===== src/rtl/cle_label_map.sv =====
// Golden-object -> DUT-label binding table: indexed read, CAM over bound labels,
// one bind write per cycle and a synchronous clear of every valid bit.
module cle_label_map #(
    parameter int LBL_W   = 8,
    parameter int MAX_OBJ = 32,
    parameter int IDX_W   = 5
) (
    input  logic             clk,
    input  logic             rst_n,
    input  logic             clr,
    input  logic [IDX_W-1:0] rd_idx,
    output logic             rd_valid,
    output logic [LBL_W-1:0] rd_label,
    input  logic [LBL_W-1:0] cam_label,
    output logic             cam_hit,
    input  logic             wr_en,
    input  logic [IDX_W-1:0] wr_idx,
    input  logic [LBL_W-1:0] wr_label
);

    typedef struct packed {
        logic             valid;
        logic [LBL_W-1:0] label;
    } entry_t;

    entry_t map_q [MAX_OBJ];
    entry_t map_d [MAX_OBJ];

    // Next table contents: clear-all wins over a bind write.
    always_comb begin
        map_d = map_q;
        if (clr) begin
            for (int i = 0; i < MAX_OBJ; i++) begin
                map_d[i].valid = 1'b0;
            end
        end else if (wr_en) begin
            for (int i = 0; i < MAX_OBJ; i++) begin
                if (wr_idx == IDX_W'(i)) begin
                    map_d[i] = '{valid: 1'b1, label: wr_label};
                end else begin
                    map_d[i] = map_q[i];
                end
            end
        end else begin
            map_d = map_q;
        end
    end

    // Indexed read of map[g] and parallel compare of d against every bound label.
    always_comb begin
        rd_valid = 1'b0;
        rd_label = {LBL_W{1'b0}};
        cam_hit  = 1'b0;
        for (int i = 0; i < MAX_OBJ; i++) begin
            if (rd_idx == IDX_W'(i)) begin
                rd_valid = map_q[i].valid;
                rd_label = map_q[i].label;
            end else begin
                rd_valid = rd_valid;
            end
            if (map_q[i].valid && (map_q[i].label == cam_label)) begin
                cam_hit = 1'b1;
            end else begin
                cam_hit = cam_hit;
            end
        end
    end

    // Table storage.
    always_ff @(posedge clk or negedge rst_n) begin
        if (!rst_n) begin
            for (int i = 0; i < MAX_OBJ; i++) begin
                map_q[i] <= '0;
            end
        end else begin
            map_q <= map_d;
        end
    end

endmodule


===== config.mk =====
export PLATFORM = sky130hd
export DESIGN_NAME = cle_label_map
export DESIGN_NICKNAME = d
export VERILOG_FILES = /design/src/rtl/cle_label_map.sv
export SDC_FILE = /design/constraint.sdc
export NUM_CORES = 1
export LEC_CHECK = 0
export ABC_AREA = 1
export ABC_CLOCK_PERIOD_IN_PS = 12850
export CELL_PAD_IN_SITES_DETAIL_PLACEMENT = 1
export CELL_PAD_IN_SITES_GLOBAL_PLACEMENT = 1
export CORE_MARGIN = 2
export CORE_UTILIZATION = 50
export DETAILED_ROUTE_END_ITERATION = 7
export MAX_ROUTING_LAYER = met4
export PLACE_DENSITY_LB_ADDON = 0.1
export SLEW_MARGIN = 25
export SYNTH_ARGS = -nofsm -noshare
export SYNTH_HDL_FRONTEND = slang
export SYNTH_SLANG_ARGS = --single-unit

===== constraint.sdc =====
create_clock -name clk -period 12.85 [get_ports clk]
set_clock_uncertainty 0.1 [all_clocks]
set_input_delay 3.855 -clock clk [delete_from_list [all_inputs] [get_ports clk]]
set_output_delay 3.855 -clock clk [all_outputs]
set_load 0.05 [all_outputs]

After elaboration in Yosys (flattened, before gate mapping)
Cells that the tools add are included.
{ "totals": {"ff_bits": 288, "out_inout_bits": 10, "elab_cells": 451} }
{ "classes": {"n_eq_ne": 94, "n_mux": 161, "bitwise_logic": 1, "n_reduce_logical": 131} }
{ "ops": {"columns": ["op", "count"], "rows": [
  ["288-bit 2-to-1 mux", 1],
  ["9-bit 2-to-1 mux", 32],
  ["8-bit equality test", 32],
  ["8-bit 2-to-1 mux", 32],
  ["5-bit equality test (second input constant)", 32],
  ["1-bit 2-to-1 mux", 96],
  ["3-bit AND reduction", 32],
  ["5-bit by 4-bit equality test with 1-bit output (second input constant)", 16],
  ["2-bit nonzero test", 33],
  ["2-bit AND reduction", 32],
  ["5-bit by 3-bit equality test with 1-bit output (second input constant)", 8],
  ["1-bit logical AND", 32],
  ["5-bit by 2-bit equality test with 1-bit output (second input constant)", 4],
  ["5-bit by 1-bit equality test with 1-bit output (second input constant)", 2],
  ["5-bit logical NOT", 2],
  ["1-bit NOT", 1]
]} }

Longest topological paths before layout
{ "depth": {"word_depth": 34, "depth_mapped": 23, "depth_no_buf": 22} }

Worst setup path after synthesis
OpenSTA, ideal clock, no wires.
{ "synth_path": {"path_type": "input-to-output", "start": "in rd_idx[4]", "end": "out rd_label[5]", "arrival_time_ps": 5893, "slack_ps": 3002, "cell_stages": 19, "n_path_buf": 2, "path_cell_list": "buf_4 > inv_4 > buf_6 > nand2_1 > clkinv_1 > a21oi_1 > nand4_1 > nand2_1 > nand4_1 > nand2_1 > nand3_1 > nand2_1 > nand3_1 > nand2_1 > nand4_1 > nor2_1 > nand4_1 > nand2_1 > nand4_1"} }
{ "synth_between": {"elab_chain_len": 33, "elab_cells_between_ends": 64, "classes_between": "eq/ne: 31; mux: 32; reduce/logical: 1"} }
{ "synth_rtl": {"columns": ["element", "line", "text"], "rows": [
  ["start: declaration", "11", "input logic [IDX_W-1:0] rd_idx,"],
  ["5-bit logical NOT", "55", "if (rd_idx == IDX_W'(i)) begin"],
  ["8-bit 2-to-1 mux (31 in series)", "55", null],
  ["8-bit 2-to-1 mux (*)", "55", null],
  ["end: declaration", "13", "output logic [LBL_W-1:0] rd_label,"]
]} }
Every way passes the cells marked *; elsewhere a longest branch is shown, timed or not.

Worst setup path after layout
{ "layout_path": {"start": "in rd_idx[0]", "end": "out rd_label[4]"} }
The elaborated chain is that of the path after synthesis.

==> summary.md <==
| Metric | Value |
|---|---|
| Status | `completed` |
| Core area | `roughly 32000 µm²` |
| Post-DP HPWL | `slightly above 40000 µm` |
| Residual DRC count | `0` |
| Syn Std Cell Area | `roughly 16000 µm²` |
| H-Tree Depth | `2` |
| Ys async rst share | `1.000` |
| CTS tree | `built` |
| Number of hold violations in the final report | `0` |
| Fin Setup TNS | `0 ns` |
| Final min period | `approximately 12 ns` |
| Top cells by area, synth | `dfrtp_1 45%, nand2_1 15%, o21ai_0 11%` |
| Io pins | `40` |
| Comb pwr share | `0.152` |
| Largest net degree at the start of global routing | `a little under 80` |
| Routed wire length | `63130 µm` |
| Fmax | `~85 MHz` |
| Tcrit/Tclk final | `0.9178` |
| Max cap viols | `0` |
| Met3 usage | `0.06557` |
| Register area share after synthesis | `0.4455` |
| Wire per inst | `~25 µm` |
| Syn-to-layout area delta | `11.51%` |
| Clock latency on the worst-skew pair | `0.52 ns` |
| Crit-path max FO | `17` |
| Die ar. | `roughly 34000 µm²` |
| Synth Instances | `approximately 2100` |
| Slew Viols, Final | `0` |
| Final Setup Violations | `0` |
| Max reg flops | `roughly 290` |
| Sw frac | `0.3057` |
| Post-synth top area cell | `dfrtp_1` |
| Final Instance Area | `between 15000 and 20000 µm²` |
| Post-route insts no fill | `roughly 2600` |
| Post-synth top cells | `650 x nand2_1, 369 x o21ai_0, 288 x dfrtp_1, 171 x inv_1, 107 x clkbuf_1` |
| FF+latch count, synth | `288` |
| Inst Count DP | `2491` |
| Top Usage Layer GRT | `met2` |
| Max_slew headroom | `0.2822` |
| Largest registers | `map_q x288` |
| First-pass GRT wire length | `about 97000 µm` |
| Number of CTS-inserted buffers | `36` |
| Main synth FF type | `dfrtp_1` |
| Most frequent cell after synthesis | `nand2_1` |
| Via density | `between 6 and 7` |
| Via count of the first global-routing pass | `16557` |
| Global routing met1 resource utilization | `0.5031` |
| Top reg by flops | `map_q` |
| Met2 usage | `0.6075` |
| P_leak | `around 8 nW` |
| Worst Setup Path Type | `in -> out` |
| Peak VDD IR | `approximately 0.11 mV` |
| Power per cell area | `approximately 140 nW/µm²` |
| Drt first pass iters | `5` |
| Std-Cell Rows | `65` |
| Hold Path Class | `reg -> reg` |
| RSZ-0062 raised after global routing | `false` |
| Worst slack, placed | `around 1.1 ns` |
| CP required | `roughly 8.9 ns` |
| Share of cells above drive strength 1 | `0.06784` |
| Root buf cell | `clkbuf_16` |
| Initial core utilization | `0.5100` |
| GRT overflow | `0` |
| EDFF count, synth | `0` |
| CP Capture Type | `output port` |
| Via count | `roughly 16000` |
| Clock buffer depth | `3` |
| Internal Power | `0.001763 W` |
| Switching power | `between 0.0007 and 0.0008 W` |
| Gpl congestion | `approximately 0.95` |
| GR Util All Layers | `0.3906` |
| Syn_nets | `2168` |
| CP startpoint kind | `input port` |
| I/O Buffers | `39` |
| Top-area cell type share of the netlist area | `0.4455` |
| Sequential Power Share | `0.448` |
| Final worst slack | `approximately 1.1 ns` |
| Syn avg cell area | `roughly 7.6 µm²` |
| Clock sinks | `between 200 and 300` |
| Clock power share | `0.400` |
| CTS Hold Buffers Added | `0` |
| Cts repair resizes | `0` |
| Antenna violations before repair | `1` |
| Slew @ Worst Pin | `between 1 and 1.5 ns` |
| Synth warn | `0` |
| # Post-CTS Setup Buffers | `0` |
| FILL cells | `3956` |
| 1st-iter DRT viols | `1376` |
| Final ANT Viol Nets | `0` |
| Worst EP arrival | `between 7 and 8 ns` |
| Clock Pin Slew Worst Setup and Hold Paths | `roughly 0.060 ns` |
| Die Height | `between 150 and 200 µm` |
| PnR Total Power | `around 0.0025 W` |
| Width of the die | `between 150 and 200 µm` |
| DP Area | `approximately 17000 µm²` |
| Synth cell types | `between 40 and 50` |
| Final #Nets | `about 2200` |
==> cells in the final DEF, fill, tap and decap left out, drive strengths merged, types with 2 or more instances in the layout <==
master | netlist | layout
inv | 176 | 177
a211oi | 16 | 16
o2111ai | 10 | 10
nand3 | 41 | 41
nor2 | 89 | 89
nand4 | 100 | 100
nor3 | 10 | 10
dfrtp | 288 | 288
or2 | 30 | 30
o21ai | 369 | 369
a2111oi | 43 | 43
clkinv | 4 | 7
a21oi | 35 | 35
a211o | 7 | 7
clkinvlp | 0 | 2
xor2 | 34 | 34
clkdlybuf4s50 | 0 | 34
clkbuf | 107 | 56
buf | 13 | 37
nand2 | 652 | 652
a221oi | 2 | 2
xnor2 | 62 | 62
nor3b | 3 | 3
o22ai | 43 | 43
==> final timing paths <==
| path | start | endpoint | slack, ns | depth (start not counted) |
|---|---|---|---|---|
| worst max-delay path | rd_idx[0] | rd_label[4] | 1.06 | 20 |
| min in group asynchronous | rst_n | map_q[261] | 3.15 | 1 |
| worst min register to register | map_q[64] | map_q[64] | 0.41 | 2 |
| worst min-delay path | map_q[64] | map_q[64] | 0.41 | 2 |
| max in group asynchronous | rst_n | map_q[100] | 8.09 | 2 |
| worst max register to register | map_q[203] | map_q[203] | 11.90 | 2 |
==> worst max-delay path, cell delays in order <==
cell,delay (ns)
clkdlybuf4s50_1,0.64
nor2_4,0.47
nand3_1,0.27
nor2_4,0.30
inv_1,0.16
o21ai_0,0.10
inv_1,0.05
nand2_1,0.09
nand4_1,0.09
nor2_1,0.21
nand4_1,0.18
nand2_1,0.11
nand3_1,0.08
nand2_1,0.12
nand3_1,0.08
nand2_1,0.09
nand3_1,0.07
nand2_1,0.06
nand4_1,0.09
clkdlybuf4s50_1,0.71
==> cell type report <==
type / instances / area, µm² / area share
sequential: 288 / 7207 / 0.3995
clock inverter: 7 / 68.82 / 0.003815
multi-input combinational: 1550 / 7824 / 0.4337
timing repair buffer: 71 / 648.1 / 0.03593
inverter: 180 / 678.2 / 0.03759
antenna: 1 / 2.502 / 0.0001387
tap: 402 / 503.0 / 0.02788
clock buffer: 56 / 1107 / 0.06139
==> kinds of logic (layout without fill, tap and decap cells) <==
kind of cell | after synthesis | count (layout) | synth area share
AOI/OAI and AO/OA | 528 | 528 | 0.1842
xor gates and xnor gates | 96 | 96 | 0.05198
buffers and inverters | 300 | 314 | 0.07147
DFF | 288 | 288 | 0.4455
other | 0 | 1 | 0
and+or+nand+nor | 926 | 926 | 0.2468
==> metrics by stage <==
stage,hold slack (ns),util
after floorplan,0.3530,-
after global placement,0.3727,0.5312
after detailed placement,0.3970,0.5313
after CTS,0.4115,0.5684
after global routing,0.4362,0.5687
final,0.4141,0.5687
==> per-layer routing <==
layer / wire length [µm] / vias up
met5: 0 / -
met4: 2749 / 0
met3: 4584 / 181
met2: 29030 / 649
met1: 26770 / 7938
li1: - / 7135
==> power groups by stage <==
stage | sequential, W | clock [W] | combinational, W
after floorplan | 0.00110 | 0 | 0.000248
after global placement | 0.00114 | 0 | 0.000354
after detailed placement | 0.00115 | 0 | 0.000375
after CTS | 0.00113 | 0.00103 | 0.000380
after global routing | 0.00115 | 0.00106 | 0.000427
final | 0.00114 | 0.00102 | 0.000385
Power figures use the tool's default switching activity.
